==> config.mk <==
export PLATFORM = sky130hd
export DESIGN_NAME = fetch_queue_flat
export DESIGN_NICKNAME = d
export VERILOG_FILES = /design/src/rtl/fetch_queue_if.sv /design/src/rtl/fetch_queue.sv /design/src/flat_wrapper.sv
export SDC_FILE = /design/constraint.sdc
export NUM_CORES = 1
export LEC_CHECK = 0
export BUFFER_PORTS_ARGS = -buffer_cell sky130_fd_sc_hd__buf_2
export CAP_MARGIN = 30
export CORE_UTILIZATION = 52
export CTS_CLUSTER_SIZE = 14
export DETAILED_ROUTE_END_ITERATION = 7
export GPL_TIMING_DRIVEN = 0
export PLACE_DENSITY = 0.76
export SETUP_SLACK_MARGIN = 0.02
export SLEW_MARGIN = 30
export SYNTH_ARGS = -nofsm -noshare
export SYNTH_HDL_FRONTEND = slang
export SYNTH_SLANG_ARGS = --single-unit
==> constraint.sdc <==
create_clock -name clk -period 3 [get_ports clk]
set_input_delay 0.6 -clock clk [delete_from_list [all_inputs] [get_ports clk]]
set_output_delay 0.6 -clock clk [all_outputs]
set_load 0.02 [all_outputs]
==> src/rtl/fetch_queue_if.sv <==
// fetch_queue_if -- bundles the instruction-memory read port, the execute
// redirect request and the decode-side handshake of the fetch queue.
//
//   mem_raddr   [15:1]  instruction memory halfword read address
//   mem_rdata   [15:0]  read data, returned one cycle after its address
//   redirect            flush-and-redirect request from execute
//   redirect_pc [15:1]  new fetch address, used when redirect=1
//   out_valid           head entry valid for decode
//   out_inst    [15:0]  head instruction
//   out_pc      [15:1]  address of out_inst
//   out_ready           decode accepts the head entry
//   count       [4:0]   number of stored entries
//
// Modport master is the fetch queue; modport slave is its environment
// (memory + execute + decode).
interface fetch_queue_if;
  logic [15:1] mem_raddr;
  logic [15:0] mem_rdata;
  logic        redirect;
  logic [15:1] redirect_pc;
  logic        out_valid;
  logic [15:0] out_inst;
  logic [15:1] out_pc;
  logic        out_ready;
  logic [4:0]  count;

  modport master (
    output mem_raddr, out_valid, out_inst, out_pc, count,
    input  mem_rdata, redirect, redirect_pc, out_ready
  );

  modport slave (
    input  mem_raddr, out_valid, out_inst, out_pc, count,
    output mem_rdata, redirect, redirect_pc, out_ready
  );
endinterface

==> src/rtl/fetch_queue.sv <==
// fetch_queue -- instruction prefetch queue. Issues sequential halfword
// reads to a one-cycle-latency instruction memory, tags each returning word
// with its address and queues it for decode. A redirect from execute flushes
// the queue, squashes the outstanding read and restarts fetch at redirect_pc.
//
// Parameters:
//   DEPTH     queue entries (power of 2, 2..16)
//   RESET_PC  first fetch halfword address after reset
// Ports:
//   clk       rising-edge clock
//   rst_n     asynchronous active-low reset
//   bus       fetch_queue_if.master (memory, redirect and decode signals)
//
// Build option: define FETCH_QUEUE_BYPASS_EN to forward a returning read
// straight to the output when the queue is empty (redirect-to-valid latency
// drops from two cycles to one). Without it, output comes only from the
// queue head.
module fetch_queue #(
  parameter int          DEPTH    = 4,
  parameter logic [14:0] RESET_PC = 15'h0000
) (
  input logic           clk,
  input logic           rst_n,
  fetch_queue_if.master bus
);

  localparam int PW = $clog2(DEPTH);

  logic [15:1]   fetch_pc;
  logic          inflight;
  logic [15:1]   infl_pc;
  logic [PW-1:0] wr_ptr;
  logic [PW-1:0] rd_ptr;
  logic [4:0]    count_q;
  logic [15:0]   q_inst [DEPTH];
  logic [15:1]   q_pc   [DEPTH];

  logic          head_vld;
  logic          byp_vld;
  logic          pop;
  logic          byp_take;
  logic          push;
  logic          issue;
  logic [5:0]    occ;

  always_comb begin
    head_vld = (count_q != 5'd0);
`ifdef FETCH_QUEUE_BYPASS_EN
    // A returning read that is not being squashed can go straight out when
    // the queue has nothing older to present.
    byp_vld  = inflight && !head_vld && !bus.redirect;
`else
    byp_vld  = 1'b0;
`endif
    pop      = head_vld && bus.out_ready && !bus.redirect;
    byp_take = byp_vld && bus.out_ready;
    push     = inflight && !bus.redirect && !byp_take;
    // Occupancy after this cycle if no new read were issued; a new read
    // is only allowed when its data is guaranteed a slot next cycle.
    occ      = {1'b0, count_q} + {5'd0, inflight} - {5'd0, (pop | byp_take)};
    issue    = !bus.redirect && (occ < 6'(DEPTH));
  end

  assign bus.mem_raddr = (bus.redirect && rst_n) ? bus.redirect_pc : fetch_pc;
  assign bus.out_valid = head_vld || byp_vld;
  assign bus.out_inst  = byp_vld ? bus.mem_rdata : q_inst[rd_ptr];
  assign bus.out_pc    = byp_vld ? infl_pc : q_pc[rd_ptr];
  assign bus.count     = count_q;

  // Control state: fetch pointer, in-flight flag, queue pointers, occupancy
  always_ff @(posedge clk or negedge rst_n) begin
    if (!rst_n) begin
      fetch_pc <= RESET_PC;
      inflight <= 1'b0;
      wr_ptr   <= '0;
      rd_ptr   <= '0;
      count_q  <= 5'd0;
    end else if (bus.redirect) begin
      // The redirect target is read this very cycle, so it is in flight.
      fetch_pc <= bus.redirect_pc + 15'd1;
      inflight <= 1'b1;
      wr_ptr   <= '0;
      rd_ptr   <= '0;
      count_q  <= 5'd0;
    end else begin
      if (issue) fetch_pc <= fetch_pc + 15'd1;
      inflight <= issue;
      if (push) wr_ptr <= wr_ptr + 1'b1;
      if (pop)  rd_ptr <= rd_ptr + 1'b1;
      case ({push, pop})
        2'b10:   count_q <= count_q + 5'd1;
        2'b01:   count_q <= count_q - 5'd1;
        default: count_q <= count_q;
      endcase
    end
  end

  // Data path: in-flight address tag and queue storage
  always_ff @(posedge clk) begin
    if (bus.redirect)
      infl_pc <= bus.redirect_pc;
    else if (issue)
      infl_pc <= fetch_pc;
    if (push) begin
      q_inst[wr_ptr] <= bus.mem_rdata;
      q_pc[wr_ptr]   <= infl_pc;
    end
  end

  a_no_overflow: assert property (@(posedge clk) disable iff (!rst_n)
    !(push && !pop && (count_q == 5'(DEPTH))));

endmodule

==> src/flat_wrapper.sv <==
// flat-port wrapper written by rule: the top's interface ports become plain ports
module fetch_queue_flat 
#(
  parameter int          DEPTH    = 4,
  parameter logic [14:0] RESET_PC = 15'h0000
)
  (clk, rst_n, bus_mem_raddr, bus_out_valid, bus_out_inst, bus_out_pc, bus_count, bus_mem_rdata, bus_redirect, bus_redirect_pc, bus_out_ready);
  fetch_queue_if bus_i ();
  input logic clk;
  input logic rst_n;
  output wire logic [$bits(bus_i.mem_raddr)-1:0] bus_mem_raddr;
  output wire logic [$bits(bus_i.out_valid)-1:0] bus_out_valid;
  output wire logic [$bits(bus_i.out_inst)-1:0] bus_out_inst;
  output wire logic [$bits(bus_i.out_pc)-1:0] bus_out_pc;
  output wire logic [$bits(bus_i.count)-1:0] bus_count;
  input wire logic [$bits(bus_i.mem_rdata)-1:0] bus_mem_rdata;
  input wire logic [$bits(bus_i.redirect)-1:0] bus_redirect;
  input wire logic [$bits(bus_i.redirect_pc)-1:0] bus_redirect_pc;
  input wire logic [$bits(bus_i.out_ready)-1:0] bus_out_ready;
  assign bus_mem_raddr = bus_i.mem_raddr;
  assign bus_out_valid = bus_i.out_valid;
  assign bus_out_inst = bus_i.out_inst;
  assign bus_out_pc = bus_i.out_pc;
  assign bus_count = bus_i.count;
  assign bus_i.mem_rdata = bus_mem_rdata;
  assign bus_i.redirect = bus_redirect;
  assign bus_i.redirect_pc = bus_redirect_pc;
  assign bus_i.out_ready = bus_out_ready;
  fetch_queue #(.DEPTH(DEPTH), .RESET_PC(RESET_PC)) u_core (.clk(clk), .rst_n(rst_n), .bus(bus_i));
endmodule
==> impl_metrics.toml <==
[sta]
min_period_ns = 2.96
finalSetupViolCount = 0
clock_skew_ns = 0.00612
finalCritPeriodShare = 0.987
slew_headroom = 0.561
rsz0062_at_grt = "yes"
worst_slew_pin_slew_ns = 0.659
tns_ns = 0
finalHoldViolations = 0
fmax_mhz = 338
drv_slew = 0

[routing]
routed_wl_um = 12600
avgViaCountPerCell = 5.39
wl_met3_um = 523
routedWlPerCell_um = 18.2
num_vias = 3743
first_iter_violations = 212
wl_met1_um = 5500
wl_met2_um = 6430
drc = 0
dr.max_layer_used = "met4"
drtPass1Iterations = 4
ant_nets = 0

[power_and_ir_drop]
total_leakage_power_uw = 0.00318
p_per_area_nw_per_um2 = 1060
power_frac_seq = 0.401
p_clk_frac = 0.243
vdd_drop_max_mv = 0.680
p_int_uw = 6150
p_sw_uw = 2870
pwr-share-comb = 0.356
swShare = 0.318

[layout]
layout_common_cells = "edfxtp_1 (139), buf_2 (90), mux4_2 (31)"
areaGrowthSynthToFinish_pct = 21.8
fin_area_um2 = 8530
n_antenna_cell = 0
fill_cells = 925
layout_commonest_cell = "edfxtp_1"
final_nets = 555
drive_above_1_share = 0.432
finalNonFillerCells = 694

[synthesis]
synth_warnings = 0
avgSynthCellArea_um2 = 18.2
ys_types = 47
synth_top_cell_by_area = "edfxtp_1"
ys_ff_latch = 164
synthFlopType = "edfxtp_1"
synth_cells = 384
synth_edf_count = 139
synth.yosys.seq_area_share = 0.685
syn-cell-area_um2 = 7000
syn_nets = 434
synth_top_area_share = 0.596
ys_async_sr_fraction = 0.152
synth_area_leaders = "edfxtp_1 (60%), mux4_2 (10%), dfrtp_1 (8.9%)"

[clock_tree]
clk_pin_slew_ns = 0.06
cts.sinks = 164
cts_htree_levels = 4
clock_path_buffers = 2
clock-root-buffer = "clkbuf_16"
postCtsHoldBufs = 0
cts_made_buffers = 17
clkLatencyLatePin_ns = 0.41
cts_tree = "done"

[setup_path]
worst_setup_path_start_kind = "flop"
cp_max_fo = 5
critical_path_class = "reg2reg"
crit_path_end = "u_core.fetch_pc[10]$_DFFE_PN0P_"
reg2reg_from = "u_core.bus.count[3]$_DFFE_PN0P_"
startpoint = "u_core.bus.count[3]$_DFFE_PN0P_"
worstPathRequired_ns = 3.30
r2r_setup_slack_ns = 0.04
r2r-end = "u_core.fetch_pc[10]$_DFFE_PN0P_"
reg2reg_depth = 14
end_kind = "flop"
cp.arrival_ns = 3.26

[floorplan]
core_area_um2 = 13200
ios = 87
fp-row-count = 42
die_x_um = 118
initial_utilization = 0.531
die-area_um2 = 13900
die_h_um = 118

[global_routing]
grt-ovfl-total = 0
grt_pass1_vias = 3903
grt_usage = 0.196
grt_first_pass_wirelength_um = 20400
grt_max_degree = 27
antenna_found_initial = 0

[place]
placedCellCount = 649
dp_hpwl_um = 8110
portBuffers = 85
post_dp_cell_area_um2 = 7750
place.gp.congestion = 0.838

[job]
cap_viol_max_count = 0

[hold_path]
hp-class = "in2async"

[outcome]
outcome = "finished clean"
-- per-stage QoR --
step,total power [uW],utilization,hold slack (ns),setup WS [ns]
final,9020,0.647,0.208,0.0393
after global placement,6330,0.581,0.468,-0.542
after CTS,8850,0.637,0.208,0.0257
after global routing,9450,0.647,0.233,-0.0281
after detailed placement,6490,0.587,0.483,-0.579
after floorplan,5620,-,0.304,-0.106
-- power by group through the flow --
stage	Clock [uW]	Sequential (uW)	Combinational, uW
after floorplan	0	3560	2060
after global placement	0	3610	2720
after detailed placement	0	3650	2840
after CTS	2230	3620	3010
after global routing	2320	3680	3460
final	2190	3620	3210
-- Yosys cell counts, drive strengths merged, types with 2 or more instances --
| cell type | instances |
|---|---|
| a21oi | 3 |
| a22oi | 2 |
| a31oi | 2 |
| and2 | 5 |
| buf | 13 |
| clkbuf | 2 |
| dfrtp | 25 |
| edfxtp | 139 |
| ha | 14 |
| inv | 19 |
| mux2 | 35 |
| mux2i | 10 |
| mux4 | 31 |
| nand2 | 10 |
| nand2b | 2 |
| nand3 | 9 |
| nand3b | 2 |
| nand4 | 5 |
| nand4b | 3 |
| nor2 | 10 |
| nor2b | 3 |
| nor3b | 2 |
| o21ai | 7 |
| xnor2 | 13 |
| xor2 | 7 |
-- worst min-delay path by stage --
stage	start	end	slack [ns]	cells past startpoint
finish	rst_n	u_core.fetch_pc[8]$_DFFE_PN0P_	0.21	1
floorplan	rst_n	u_core.bus.count[0]$_DFFE_PN0P_	0.30	0
CTS	rst_n	u_core.fetch_pc[8]$_DFFE_PN0P_	0.21	1
global route	rst_n	u_core.fetch_pc[8]$_DFFE_PN0P_	0.23	1
detailed placement	u_core.infl_pc[4]$_DFFE_PP_	u_core.q_pc[0][3]$_DFFE_PP_	0.48	0
global placement	u_core.infl_pc[4]$_DFFE_PP_	u_core.q_pc[2][3]$_DFFE_PP_	0.47	0
-- critical path, stage by stage, from the launching register on --
cell and delay (ns):
dfrtp_2 0.43, inv_2 0.06, ha_1 0.12, or4b_4 0.50, nand2_4 0.08, nor2_1 0.05
ha_2 0.18, inv_2 0.06, ha_4 0.20, a31oi_4 0.21, xor2_2 0.11, a31oi_4 0.27
buf_12 0.16, buf_8 0.12, mux2_4 0.29
-- sequential cells by signal, indices dropped and copies added (netlist names) --
| name | cells |
|---|---|
| u_core.wr_ptr | 2 |
| u_core.q_inst | 64 |
| u_core.bus.count | 5 |
| u_core.infl_pc | 15 |
| u_core.inflight | 1 |
| u_core.q_pc | 60 |
| u_core.rd_ptr | 2 |
| u_core.fetch_pc | 15 |
-- layout make-up --
cell class	instances	area, um2	share of cell area
plain buffers	15	97.6	0.0114
well taps	176	220	0.0258
repair buffers	102	631	0.0739
flip-flops and latches	164	4800	0.563
clock buffers	20	437	0.0512
inverters	19	75.1	0.00880
clock inverters	12	161	0.0189
multi-input cells	186	2110	0.247
-- per-layer routing --
metal / GRT usage / vias to the layer above
met5: 0 / -
met4: 0.0569 / 0
met3: 0.0543 / 14
met2: 0.324 / 116
met1: 0.255 / 1881
li1: - / 1732
-- timing repair --
item | CTS | global route
resized for setup | 3 | 14
buffers inserted | 4 | 9
pin swaps | 3 | 4
endpoints found under the setup margin | 25 | 32
-- kinds of logic after synthesis --
family	count (synthesis)	share of synthesized area
AO/OA/AOI/OAI	18	0.0184
XOR/XNOR	20	0.0277
adder cells (fa/ha/maj)	15	0.0279
buffers and inverters	34	0.0213
flip-flops	164	0.685
multiplexers	76	0.173
AND/OR/NAND/NOR	57	0.0461
No activity file was read; power rests on OpenSTA's default activity.
